===== src/rtl/uc_pkg.sv =====
// Shared types and constants for the unit-clause path: literal width,
// signed literal type and engine index type.
package uc_pkg;

  localparam int DATA_LEN_DEF = 512;
  localparam int LIT_W        = $clog2(DATA_LEN_DEF);
  localparam int NUM_ENG_DEF  = 4;
  localparam int ENG_IDX_W    = $clog2(NUM_ENG_DEF);

  typedef logic signed [LIT_W-1:0] lit_t;
  typedef logic [ENG_IDX_W-1:0]    eng_idx_t;

endpackage


===== src/rtl/rr_arbiter.sv =====
// Combinational round-robin picker: first request at or after ptr,
// scanning upward with wrap. Returns one-hot grant, its index and any.
module rr_arbiter #(
  parameter int N = 4,
  localparam int IW = (N > 1) ? $clog2(N) : 1
) (
  input  logic [N-1:0]  req,
  input  logic [IW-1:0] ptr,
  output logic [N-1:0]  grant,
  output logic [IW-1:0] grant_idx,
  output logic          any
);

  logic [IW-1:0] scan_idx;

  always_comb begin
    grant     = '0;
    grant_idx = '0;
    any       = 1'b0;
    scan_idx  = '0;
    for (int k = 0; k < N; k++) begin
      scan_idx = IW'((int'(ptr) + k) % N);
      if (!any && req[scan_idx]) begin
        any             = 1'b1;
        grant[scan_idx] = 1'b1;
        grant_idx       = scan_idx;
      end
    end
  end

endmodule


===== src/rtl/uc_arbiter.sv =====
// Unit-clause arbiter: one literal slot per engine, round-robin push into
// the unit clause queue. Optional complement detection under UCA_CONFLICT_EN.
module uc_arbiter
  import uc_pkg::*;
#(
  parameter int DATA_LEN = DATA_LEN_DEF,
  parameter int NUM_ENG  = NUM_ENG_DEF,
  localparam int LW = $clog2(DATA_LEN),
  localparam int IW = $clog2(NUM_ENG)
) (
  input  logic                              clk,
  input  logic                              rst,
  input  logic [NUM_ENG-1:0]                eng_valid,
  input  logic signed [NUM_ENG-1:0][LW-1:0] eng_lit,
  output logic [NUM_ENG-1:0]                eng_ready,
  input  logic                              q_full,
  output logic                              q_push,
  output logic signed [LW-1:0]              q_data,
  output logic                              conflict,
  output logic                              idle
);

  logic [NUM_ENG-1:0] hold_v;
  logic [LW-1:0]      hold_lit [NUM_ENG];
  logic [IW-1:0]      rr_ptr;

  logic [NUM_ENG-1:0] grant_raw;
  logic [NUM_ENG-1:0] grant;
  logic [IW-1:0]      grant_idx;
  logic               req_any;
  logic               block;

  rr_arbiter #(.N(NUM_ENG)) u_rr (
    .req       (hold_v),
    .ptr       (rr_ptr),
    .grant     (grant_raw),
    .grant_idx (grant_idx),
    .any       (req_any)
  );

  assign q_push    = req_any && !q_full && !block;
  assign grant     = q_push ? grant_raw : '0;
  assign q_data    = q_push ? hold_lit[grant_idx] : '0;
  assign eng_ready = ~hold_v | grant;
  assign idle      = ~|hold_v;

  // A slot being drained this cycle may reload in the same edge; zero
  // literals are consumed but never occupy the slot.
  for (genvar i = 0; i < NUM_ENG; i++) begin : g_slot
    always_ff @(posedge clk) begin
      if (rst) begin
        hold_v[i]   <= 1'b0;
        hold_lit[i] <= '0;
      end else if (eng_valid[i] && eng_ready[i]) begin
        hold_v[i]   <= (eng_lit[i] != '0);
        hold_lit[i] <= eng_lit[i];
      end else if (grant[i]) begin
        hold_v[i]   <= 1'b0;
      end
    end
  end

  always_ff @(posedge clk) begin
    if (rst) begin
      rr_ptr <= '0;
    end else if (q_push) begin
      rr_ptr <= (grant_idx == IW'(NUM_ENG - 1)) ? '0 : grant_idx + IW'(1);
    end
  end

`ifdef UCA_CONFLICT_EN
  logic [NUM_ENG*NUM_ENG-1:0] pair_hit;
  logic                       conf_w;
  logic                       conflict_r;

  // x == -y tested as x + y == 0 in literal width
  for (genvar i = 0; i < NUM_ENG; i++) begin : g_ci
    for (genvar j = 0; j < NUM_ENG; j++) begin : g_cj
      if (j > i) begin : g_cmp
        assign pair_hit[i*NUM_ENG+j] = hold_v[i] && hold_v[j] &&
                                       (LW'(hold_lit[i] + hold_lit[j]) == '0);
      end else begin : g_none
        assign pair_hit[i*NUM_ENG+j] = 1'b0;
      end
    end
  end

  assign conf_w = |pair_hit;

  always_ff @(posedge clk) begin
    if (rst) begin
      conflict_r <= 1'b0;
    end else if (conf_w) begin
      conflict_r <= 1'b1;
    end
  end

  assign block    = conf_w || conflict_r;
  assign conflict = conflict_r;
`else
  assign block    = 1'b0;
  assign conflict = 1'b0;
`endif

endmodule


===== config.mk =====
export PLATFORM = sky130hd
export DESIGN_NAME = uc_arbiter
export DESIGN_NICKNAME = d
export VERILOG_FILES = /design/src/rtl/uc_pkg.sv /design/src/rtl/rr_arbiter.sv /design/src/rtl/uc_arbiter.sv
export SDC_FILE = /design/constraint.sdc
export NUM_CORES = 1
export LEC_CHECK = 0
export ABC_CLOCK_PERIOD_IN_PS = 11430
export CORE_ASPECT_RATIO = 0.5
export CORE_MARGIN = 1
export CORE_UTILIZATION = 30
export DETAILED_ROUTE_END_ITERATION = 8
export PLACE_DENSITY = 0.63
export SETUP_SLACK_MARGIN = 0.15
export SLEW_MARGIN = 20
export SYNTH_ARGS = -nofsm -noshare
export SYNTH_HDL_FRONTEND = slang
export SYNTH_HIERARCHICAL = 1
export SYNTH_SLANG_ARGS = --single-unit

===== constraint.sdc =====
create_clock -name clk -period 11.43 [get_ports clk]
set_input_delay 3.429 -clock clk [delete_from_list [all_inputs] [get_ports clk]]
set_output_delay 3.429 -clock clk [all_outputs]
set_load 0.05 [all_outputs]

; Yosys cells after proc, flatten, opt, wreduce, memory -nomap -nowiden
; Memories as Yosys holds them, arrays and structs flattened.
; Index checks and enable logic that the tools add are counted.
[totals]
input_bits = 43
elab_cells = 111
ram_bits = 36
memories = 1
out_inout_bits = 16
regBits = 6
[classes]
eq_ne = 1
muxes = 57
reduce_logical = 26
magnitude_cmp = 8
n_addsub = 4
bitwise = 9
[memory_table]
columns = memory, depth, word_bits, read_ports, rd_clocked_by_memory_dff, wr, line_no
row1 = hold_lit, 4, 9, 1, 0, 4, uc_arbiter.sv:24  ; logic [LW-1:0] hold_lit [NUM_ENG];
[ops]
columns = cell, count
row1 = two-way mux 9 bit, 5
row2 = nonzero test 9 bit, 4
row3 = two-way mux 1 bit, 34
row4 = two-way mux 4 bit, 5
row5 = OR 4 bit, 4
row6 = logical AND 1 bit, 12
row7 = "< comparator 2 x 3 -> 1 bit, second input constant", 4
row8 = two-way mux 2 bit, 5
row9 = binary-select mux 1 bit (select 2 bit), 4
row10 = demux 1 bit (select 2 bit), 4
row11 = ">= comparator 2 x 1 -> 1 bit, second input constant", 4
row12 = nonzero test 2 bit, 4
row13 = logical NOT 1 bit, 5
row14 = "adder 2 x 1 -> 2 bit, second input constant", 2
row15 = "adder 2 bit, second input constant", 2
row16 = NOT 4 bit, 1
row17 = OR 1 bit, 4
row18 = OR reduction 4 bit, 1
row19 = "equality test 2 bit, second input constant", 1

; Longest topological paths before layout
[depth]
depth_word = 20
ltp_mapped = 12
mapped_depth_nobuf = 9

; Hierarchy
; Netlist, hierarchy kept.
[modules_own_cells]
columns = mod, instances, cells_each, area_per_inst_um2
row1 = uc_arbiter, 1, 147, 2052.0
row2 = rr_arbiter, 1, 45, 419.2

; Worst setup path before layout
; Ideal clock, no wire load.
[synth_timing]
kind = input to output
from = input q_full
to = output q_data[0]
stages = 3
arrival_time_ns = 4.575
n_path_buf = 1
slack_ns = 3.426
path_cell_list = nand2b_1 -> clkbuf_1 -> nor2b_1
[synth_between]
elab_chain_len = 3
[synth_lines]
columns = item, line_no
row1 = "start, declared", uc_arbiter.sv:16  ; input logic q_full,
row2 = logical NOT 1 bit, uc_arbiter.sv:41  ; assign q_push = req_any && !q_full && !block;
row3 = logical AND 1 bit, uc_arbiter.sv:41
row4 = two-way mux 9 bit, uc_arbiter.sv:43  ; assign q_data = q_push ? hold_lit[grant_idx] : '0;
row5 = "end, declared", uc_arbiter.sv:18  ; output logic signed [LW-1:0] q_data,
; Every way passes these cells.

; Worst setup path after layout
[layout_timing]
from = input q_full
to = output eng_ready[1]
[layout_between]
elab_chain_len = 4
[layout_lines]
columns = item, line_no
row1 = logical NOT 1 bit, uc_arbiter.sv:41
row2 = logical AND 1 bit, uc_arbiter.sv:41
row3 = two-way mux 4 bit, uc_arbiter.sv:42  ; assign grant = q_push ? grant_raw : '0;
row4 = OR 4 bit, uc_arbiter.sv:44  ; assign eng_ready = ~hold_v | grant;
row5 = "end, declared", uc_arbiter.sv:15  ; output logic [NUM_ENG-1:0] eng_ready,
; Every way passes these cells.

==> summary.md <==
| Metric | Value |
|---|---|
| Outcome | `finished, final reports clean` |
| Relative max-transition margin | `0.351` |
| Clock insertion delay at the later pin of the skew report | `270 ps` |
| Initial DRC Count | `102` |
| Unrepaired setup endpoints after global routing | `false` |
| Pwr dens | `216 nW/um^2` |
| CP Launch Type | `primary input` |
| Slowest stage delay, CP | `960 ps` |
| Setup TNS | `0 ps` |
| Pre-antenna DRT Iters | `4` |
| Most used cell, CP | `clkdlybuf4s50_1` |
| Total Routing Usage GR | `0.140` |
| Core box area | `7650 um^2` |
| Layout Nets | `294` |
| Total die area | `8630 um^2` |
| Max-slew violations | `0` |
| Critical path buffers and inverters | `2` |
| Placement Rows | `22` |
| Final non-filler cell total | `354` |
| Initial Utilization | `0.323` |
| Reg-to-Reg Start | `rr_ptr[0]$_SDFFE_PP0N_` |
| Syn_nets | `241` |
| Crit. End Element | `primary output` |
| Worst-path clk slew | `50 ps` |
| Post-CTS setup buffer count | `0` |
| Antenna diodes | `0` |
| Max VDD drop | `0.0898 mV` |
| Worst Hold Launch | `rr_ptr[1]$_SDFFE_PP0N_` |
| Synth Instances | `192` |
| Area delta synth->final | `31.3%` |
| Share of cells above drive strength 1 | `0.142` |
| Initial antenna violation count | `0` |
| Flop and latch count out of synthesis | `42` |
| Cts repair resizes | `0` |
| H-tree depth | `2` |
| Final worst-path cycle share | `0.840` |
| Req. time, crit path | `8000 ps` |
| Per-cell routed wire length | `16.2 um` |
| Gpl congestion | `0.803` |
| Global-route wire length before repair | `8980 um` |
| CP arrival | `6170 ps` |
| Worst Tran Pin Value | `963 ps` |
| Mean Syn Cell Area | `12.9 um^2` |
| Detailed Place HPWL | `4490 um` |
| Critical path class | `in -> out` |
| P_leak | `1.27 nW` |
| CTS Buffer Depth | `2` |
| Storage cell area | `1200 um^2` |
| Chip width | `130 um` |
| Area of the multi-input gates | `1160 um^2` |
| # IOs | `59` |
| Largest net degree at the start of global routing | `18` |
| Worst hold path type | `reg -> reg` |
| CTS tree | `yes` |
| Dpl cells | `346` |
| Min Hold Slack | `719 ps` |
| Netlist cell types | `34` |
| YS warnings | `6` |
| Cell Area, Synth | `2470 um^2` |
| Fmax achieved | `0.104 GHz` |
| Launch point of the worst path | `q_full` |
| Fin Clk Skew | `2.09 ps` |
| Die Y | `66.2 um` |
| Fillers | `743` |
| Maxcap violations | `0` |
| Drt total wl | `5750 um` |
| Crit-path cells | `clkdlybuf4s50_1, nand2b_1, o21ai_0, clkdlybuf4s50_1` |
| Via density | `4.98` |
| PortBufs | `57` |
| Final Hold Violating Endpoints | `0` |
| Total Power | `0.000701 W` |
| Slowest CP cell | `clkdlybuf4s50_1` |
| Crit path max fanout | `17` |
| ANT nets after route | `0` |
| Post-layout util | `0.424` |
| DRC violations left | `0` |
| Tmin final | `9600 ps` |
| Top cell family by delay on the critical path | `buffers and inverters` |
| # hold bufs at CTS | `0` |
| Final Setup Violations | `0` |
| Root Buffer | `clkbuf_16` |
| # clock sinks | `42` |
| Vias in the first global route | `1,781` |
| Sequential fraction of the synthesis area | `0.486` |
| Total CTS buffers | `5` |
| Vias | `1,764` |
| Global route overflow | `0` |
==> worst min-delay path: cells and delay by family (launching register included) <==
| kind | cells | cell delay (ps) |
|---|---|---|
| DFF | 1 | 430 |
| muxes | 1 | 190 |
| and+or+nand+nor | 1 | 50 |
==> logic make-up (layout without fill, tap and decap cells) <==
| family | Yosys count | in the layout | synth area share |
|---|---|---|---|
| fa+ha+maj | 6 | 6 | 0.0304 |
| buf+inv | 21 | 75 | 0.0466 |
| flops | 42 | 42 | 0.486 |
| mux | 17 | 17 | 0.139 |
| other cells | 1 | 1 | 0.00152 |
| compound gates | 35 | 35 | 0.107 |
| simple gates | 70 | 70 | 0.190 |
==> layout make-up <==
cell class,count,area share
sequential,42,0.370
clock buffer,6,0.0397
timing repair buffer,58,0.178
inverter,9,0.0104
multi-input combinational,129,0.357
tap,108,0.0416
clock inverter,2,0.00270
==> stage by stage <==
stage          setup WS [ps]  area, um^2
6_report                1830        3250
5_1_grt                 1570        3250
4_1_cts                 1810        3250
3_5_place_dp            1810        3110
3_3_place_gp            1910        3110
2_1_floorplan           3430        2470
==> placed cells by master, fill, tap and decap left out, types with 3 or more instances in the layout <==
cell type | synthesis | final
o41ai_2 | 4 | 4
a22oi_1 | 8 | 8
and3_1 | 32 | 32
ha_1 | 6 | 6
or4_4 | 4 | 4
nor2b_1 | 13 | 13
clkbuf_16 | 0 | 5
inv_1 | 9 | 9
a21oi_1 | 6 | 6
and3_2 | 4 | 4
dfxtp_1 | 6 | 6
or3_1 | 5 | 5
edfxtp_1 | 36 | 36
a21o_1 | 4 | 4
nor2_1 | 3 | 3
o21ai_0 | 9 | 9
clkdlybuf4s50_1 | 0 | 57
mux4_2 | 11 | 11
==> worst paths after layout <==
kind                             endpoint  slack (ps)  cells past startpoint
max                          eng_ready[1]        1830                      4
min                rr_ptr[1]$_SDFFE_PP0N_         720                      2
max reg2reg  hold_lit[1][7]$_SDFFCE_PN0P_        7390                      9
min reg2reg        rr_ptr[1]$_SDFFE_PP0N_         720                      2
==> per-layer routing <==
layer / global-route usage / part of all wire / routed length (um) / vias up
li1: - / - / - / 864
met1: 0.183 / 0.46 / 2630 / 849
met2: 0.240 / 0.49 / 2810 / 47
met3: 0.0194 / 0.045 / 257 / 4
met4: 0.0460 / 0.0082 / 47 / 0
met5: 0 / 0 / 0 / -
==> power breakdown <==
group,switching [W],internal [W],total (W)
clock,0.0000506,0.0000797,0.000130
combinational,0.000200,0.000163,0.000363
sequential,0.0000202,0.000188,0.000209
==> Yosys cell counts <==
cell type,number,area (um^2)
o311ai_0,1,8.76
and3_2,4,30.0
o41ai_2,4,65.1
nor2b_1,13,81.3
nor3_1,1,5.00
nor2_1,3,11.3
buf_4,5,37.5
o211ai_1,1,7.51
o31ai_1,1,7.51
o21ai_0,9,45.0
mux4_2,11,248
or3_1,5,31.3
nand2b_1,2,12.5
mux4_1,2,52.6
a32o_1,1,10.0
inv_1,9,33.8
and3_1,32,200
a22oi_1,8,60.1
mux2i_1,2,20.0
nor4_1,2,12.5
buf_6,2,22.5
edfxtp_1,36,1080
nand2_1,2,7.51
and2b_2,1,8.76
buf_2,2,10.0
mux2_2,2,22.5
nor4b_4,1,23.8
clkbuf_1,3,11.3
dfxtp_1,6,120
a21oi_1,6,30.0
or4_4,4,45.0
ha_1,6,75.1
a21o_1,4,30.0
conb_1,1,3.75
==> flip-flops by register name (all words and copies together), names as in the netlist <==
signal and count:
hold_lit 36, rr_ptr 2, hold_v 4
No activity file was read; power rests on OpenSTA's default activity.
==> variant 1: new RTL, config.mk and constraints unchanged <==
The package constant `DATA_LEN_DEF` goes from 512 to 128.
--- a/src/rtl/uc_pkg.sv
+++ b/src/rtl/uc_pkg.sv
@@ -3,5 +3,5 @@
 package uc_pkg;
 
-  localparam int DATA_LEN_DEF = 512;
+  localparam int DATA_LEN_DEF = 128;
   localparam int LIT_W        = $clog2(DATA_LEN_DEF);
   localparam int NUM_ENG_DEF  = 4;
Interface: changed (resized eng_lit and q_data); port bits go from 59 to 49. The function was not compared with the original's and may differ.
==> variant 1 against the original RTL <==
Area after synthesis is 15% lower. Critical path depth did not move. Global-route usage fell by 1.5 points. Worst setup slack gained 500 ps. Sequential share of layout area shrank 2.3 points. Wire length decreased by 21%. Count of clock-buffer cells in the layout did not move. Die area down 15%. Cell area fell by 15%. Sequential cell count fell by 8. Total power is 12% lower.
==> variant 1: results (changes against the original RTL) <==
Route
  – DR top layer: met4
  – Total vias in the final route: 1499 (-15%)
  – M1 WL: 2130 um (-19%)
  – Post-DR wirelength/cell: 15.0 um (-7.9%)
  – Routed WL: 4550 um (-21%)
  – Metal3 WL: 130 um (-49%)

Worst setup path
  – CP max FO: 15 (-2)
  – Critical Path AT: 5670 ps (-500 ps)
  – Max stage delay on crit path: 890 ps (-70 ps)

Place
  – Dpl cells: 296 (-14%)
  – Final Wtd Congestion: 0.780 (-2.9%)
  – Placed cell areas: 0.00263 mm^2 (-16%)
  – Port Buffers: 47 (-18%)
  – Placed wire-length estimate: 3630 um (-19%)
  – Pre-CTS WS: 2320 ps (+502 ps)

Cells and area
  – Multi-input gate count: 113 (-12%)
  – Nets: 252 (-14%)
  – Non-clk buf share: 17.2% (-0.56 points)
  – Share of cells above drive strength 1: 17.0% (+2.8 points)
  – Non-clock buffer total of the final layout: 48 (-17%)
  – Sequential cell area share: 34.7% (-2.3 points)
  – Fill cells: 618 (-17%)
  – Clk cell area share: 5.28% (+1.0 points)
  – Area Growth Syn to Fin: 32.7%

Power
  – Clock Power Share: 20.8% (+2.2 points)
  – Gate power share: 51.8% (about the same)
  – Worst IR Drop VDD: 72.6 uV (-19%)
  – P_int: 379 uW (-12%)
  – Lkg Pwr: 1.08 nW (-15%)

Synthesis
  – Syn avg cell area: 12.7 um^2 (-1.7%)
  – Number of synthesized flops with an enable pin: 28 (-22%)
  – Synth Area in Adders: 3.59% (+0.56 points)
  – Dominant cells by area after synthesis: edfxtp_1 (40%), mux4_2 (9.7%), and3_1 (7.2%), dfxtp_1 (5.8%), ha_1 (3.6%)
  – Mux share of post-synthesis cell area: 14.3% (+0.39 points)
  – Library cells used by synthesis: 35 (+2.9%)
  – Synth cell count leaders: edfxtp_1 (28), and3_1 (24), nor2b_1 (11)
  – Syn_nets: 206 (-15%)
  – Number of synthesized register bits: 34 (-19%)
  – Sequential share of the synthesized area: 46.0% (-2.6 points)
  – Synth Area in Compound Gates: 13.4% (+2.7 points)

Global routing
  – First-pass GRT wire length: 6800 um (-24%)
  – Vias in the first global route: 1427 (-20%)
  – Largest net degree at the start of global routing: 16 (-2)
  – Met3 usage: 2.73% (+0.78 points)
  – Grt met2 use: 21.9% (-2.1 points)
  – All-layer global routing usage: 12.5% (-1.5 points)

CTS
  – Post-CTS Setup Inserts: 0 (unchanged)

STA
  – Hold Vio Cnt, Final: 0 (unchanged)
  – Slew margin rel.: 53.1% (+18 points)
  – Clock Skews: 4.47 ps (+2.38 ps)

Outcome
  – Status: finished, final reports clean

Floorplanning
  – Num rows: 21 (-4.5%)

Worst hold path
  – Hold Path Class: reg -> reg
==> variant 1: cell types whose count changed in the layout (fill, tap and decap cells not counted) <==
cell / change
o31ai_1: +1
o21ai_2: +4
clkbuf_1: -1
clkinv_2: -1
o31ai_2: -1
or3_1: -4
clkdlybuf4s50_1: -10
nor2b_1: -2
mux4_2: -2
and3_1: -8
o21ai_0: -4
edfxtp_1: -8
clkbuf_8: +1
clkinv_1: +1
==> variant 1: final timing paths <==
kind,startpoint,endpoint,slack (ps),cells after the start
setup / recovery,q_full,eng_ready[2],2330,4
hold / removal,hold_v[0],hold_v[0],680,2
setup reg to reg,rr_ptr[0],hold_lit[2][4],8010,9
hold reg to reg,hold_v[0],hold_v[0],680,2
==> variant 1: logic make-up (layout without fill, tap and decap cells) <==
kind of cell,after synthesis,in the layout
and+or+nand+nor,56,56
muxes,15,15
other,1,1
buffers and inverters,18,65
adders and majority gates,6,6
AOI/OAI and AO/OA,35,35
DFF,34,34
==> variant 2: new RTL, config.mk and constraints unchanged <==
Without the edit above. Build with the macro `UCA_CONFLICT_EN` defined.
--- a/src/rtl/uc_arbiter.sv
+++ b/src/rtl/uc_arbiter.sv
@@ -1,4 +1,6 @@
 // Unit-clause arbiter: one literal slot per engine, round-robin push into
 // the unit clause queue. Optional complement detection under UCA_CONFLICT_EN.
+`define UCA_CONFLICT_EN
+
 module uc_arbiter
   import uc_pkg::*;
Check against the original RTL: not equivalent (Yosys sat finds a counterexample within 4 cycles, from zero or initial values and one cycle with rst high).
==> variant 2 against the original RTL <==
Die area up 97%. Largest power group unchanged. Wire length grew 140%. Cell area up 80%. Register-to-register slack got worse by 350 ps. Total power up 36%. Critical path depth is 3 higher. Largest cell class is now multi-input combinational cells. Synthesized cell count increased to 2.8 times the old value. Sequential cell count up 1. Area after synthesis grew 100%. Worst setup slack got worse by 55 ps.
==> variant 2: results (changes against the original RTL) <==
Synthesis
  – Syn Inst Count: 535 (+180%)
  – Syn_nets: 638 (+160%)
  – Synth cell count leaders: ha_1 (54), nand2_1 (44), nor3_1 (37)
  – Sequential share of the synthesized area: 24.7% (-24 points)
  – Dominant cells by area after synthesis: edfxtp_1 (22%), ha_1 (14%), mux4_2 (5.0%), nor3_1 (3.8%), nand2_1 (3.3%)
  – Library cells used by synthesis: 69 (+100%)

Cells and area
  – Nets: 681 (+130%)
  – Share of cells above drive strength 1: 7.60% (-6.6 points)

Route
  – Initial DRC Count: 407 (+300%)
  – Total vias in the final route: 4546 (+160%)
  – Vias per cell: 5.68 (+14%)
  – Routed length on met2: 6320 um (+120%)
  – Routed WL: 14000 um (+140%)
  – M1 WL: 6490 um (+150%)

Global routing
  – All-layer global routing usage: 16.6% (+2.7 points)
  – First-pass GRT wire length: 22100 um (+150%)
  – Vias in the first global route: 4217 (+140%)
  – Largest net degree at the start of global routing: 50 (+32)

STA
  – Slew margin rel.: 40.2% (+5.1 points)
  – Clock Skews: 2.03 ps (-0.0614 ps)

Place
  – Final Wtd Congestion: 0.864 (+7.6%)
  – Pre-CTS WS: 1770 ps (-47.8 ps)
  – Placed wire-length estimate: 10600 um (+140%)
  – Placed cell areas: 0.00569 mm^2 (+83%)
  – Dpl cells: 792 (+130%)

Outcome
  – Status: finished, final reports clean

Worst setup path
  – Max stage delay on crit path: 800 ps (-160 ps)
  – Critical Path AT: 6230 ps (+60 ps)
  – R2r worst-path depth: 10 (+1)

Worst hold path
  – Hold path depth: 3 (+1)
## variant 2: kinds of logic after synthesis
kind of cell	share of synthesized area, %
compound gates	21.7
xor+xnor	5.14
fa+ha+maj	16.1
buf+inv	4.31
flops	24.7
mux	7.15
simple gates	20.9
## variant 2: layer usage
layer | vias to the layer above | GRT usage [%]
met2 | 158 | 26.8
met3 | 12 | 2.36
li1 | 2163 | -
met1 | 2213 | 23.4
met4 | 0 | 4.03
met5 | - | 0
## variant 2: layout make-up
type	instances	area, um^2
clock buffers	8	156
inverters	26	97.6
well taps	221	277
flip-flops and latches	43	1220
repair buffers	59	583
fillers	1538	9890
multi-input cells	443	3510
## variant 2: worst min-delay path, cell delays in order (launching register included)
cell	delay [ps]
dfxtp_1	430
nor2b_1	190
o21ai_0	50
o21ai_0	80
## variant 2: power by group through the flow
stage                     Clock (mW)  Sequential (mW)  Combinational, mW
after floorplan                    0            0.217              0.444
after global placement             0            0.245              0.556
after detailed placement           0            0.245              0.561
after CTS                      0.146            0.242              0.564
after global routing           0.151            0.247              0.617
final                          0.146            0.244              0.566
## variant 2: path summary, 6_finish.rpt
| check | startpoint | end | slack (ps) |
|---|---|---|---|
| max reg2reg | hold_lit[3][0] | hold_lit[2][0] | 7040 |
| max | q_full | q_data[3] | 1770 |
| min | rr_ptr[1] | rr_ptr[1] | 810 |
| min reg2reg | rr_ptr[1] | rr_ptr[1] | 810 |
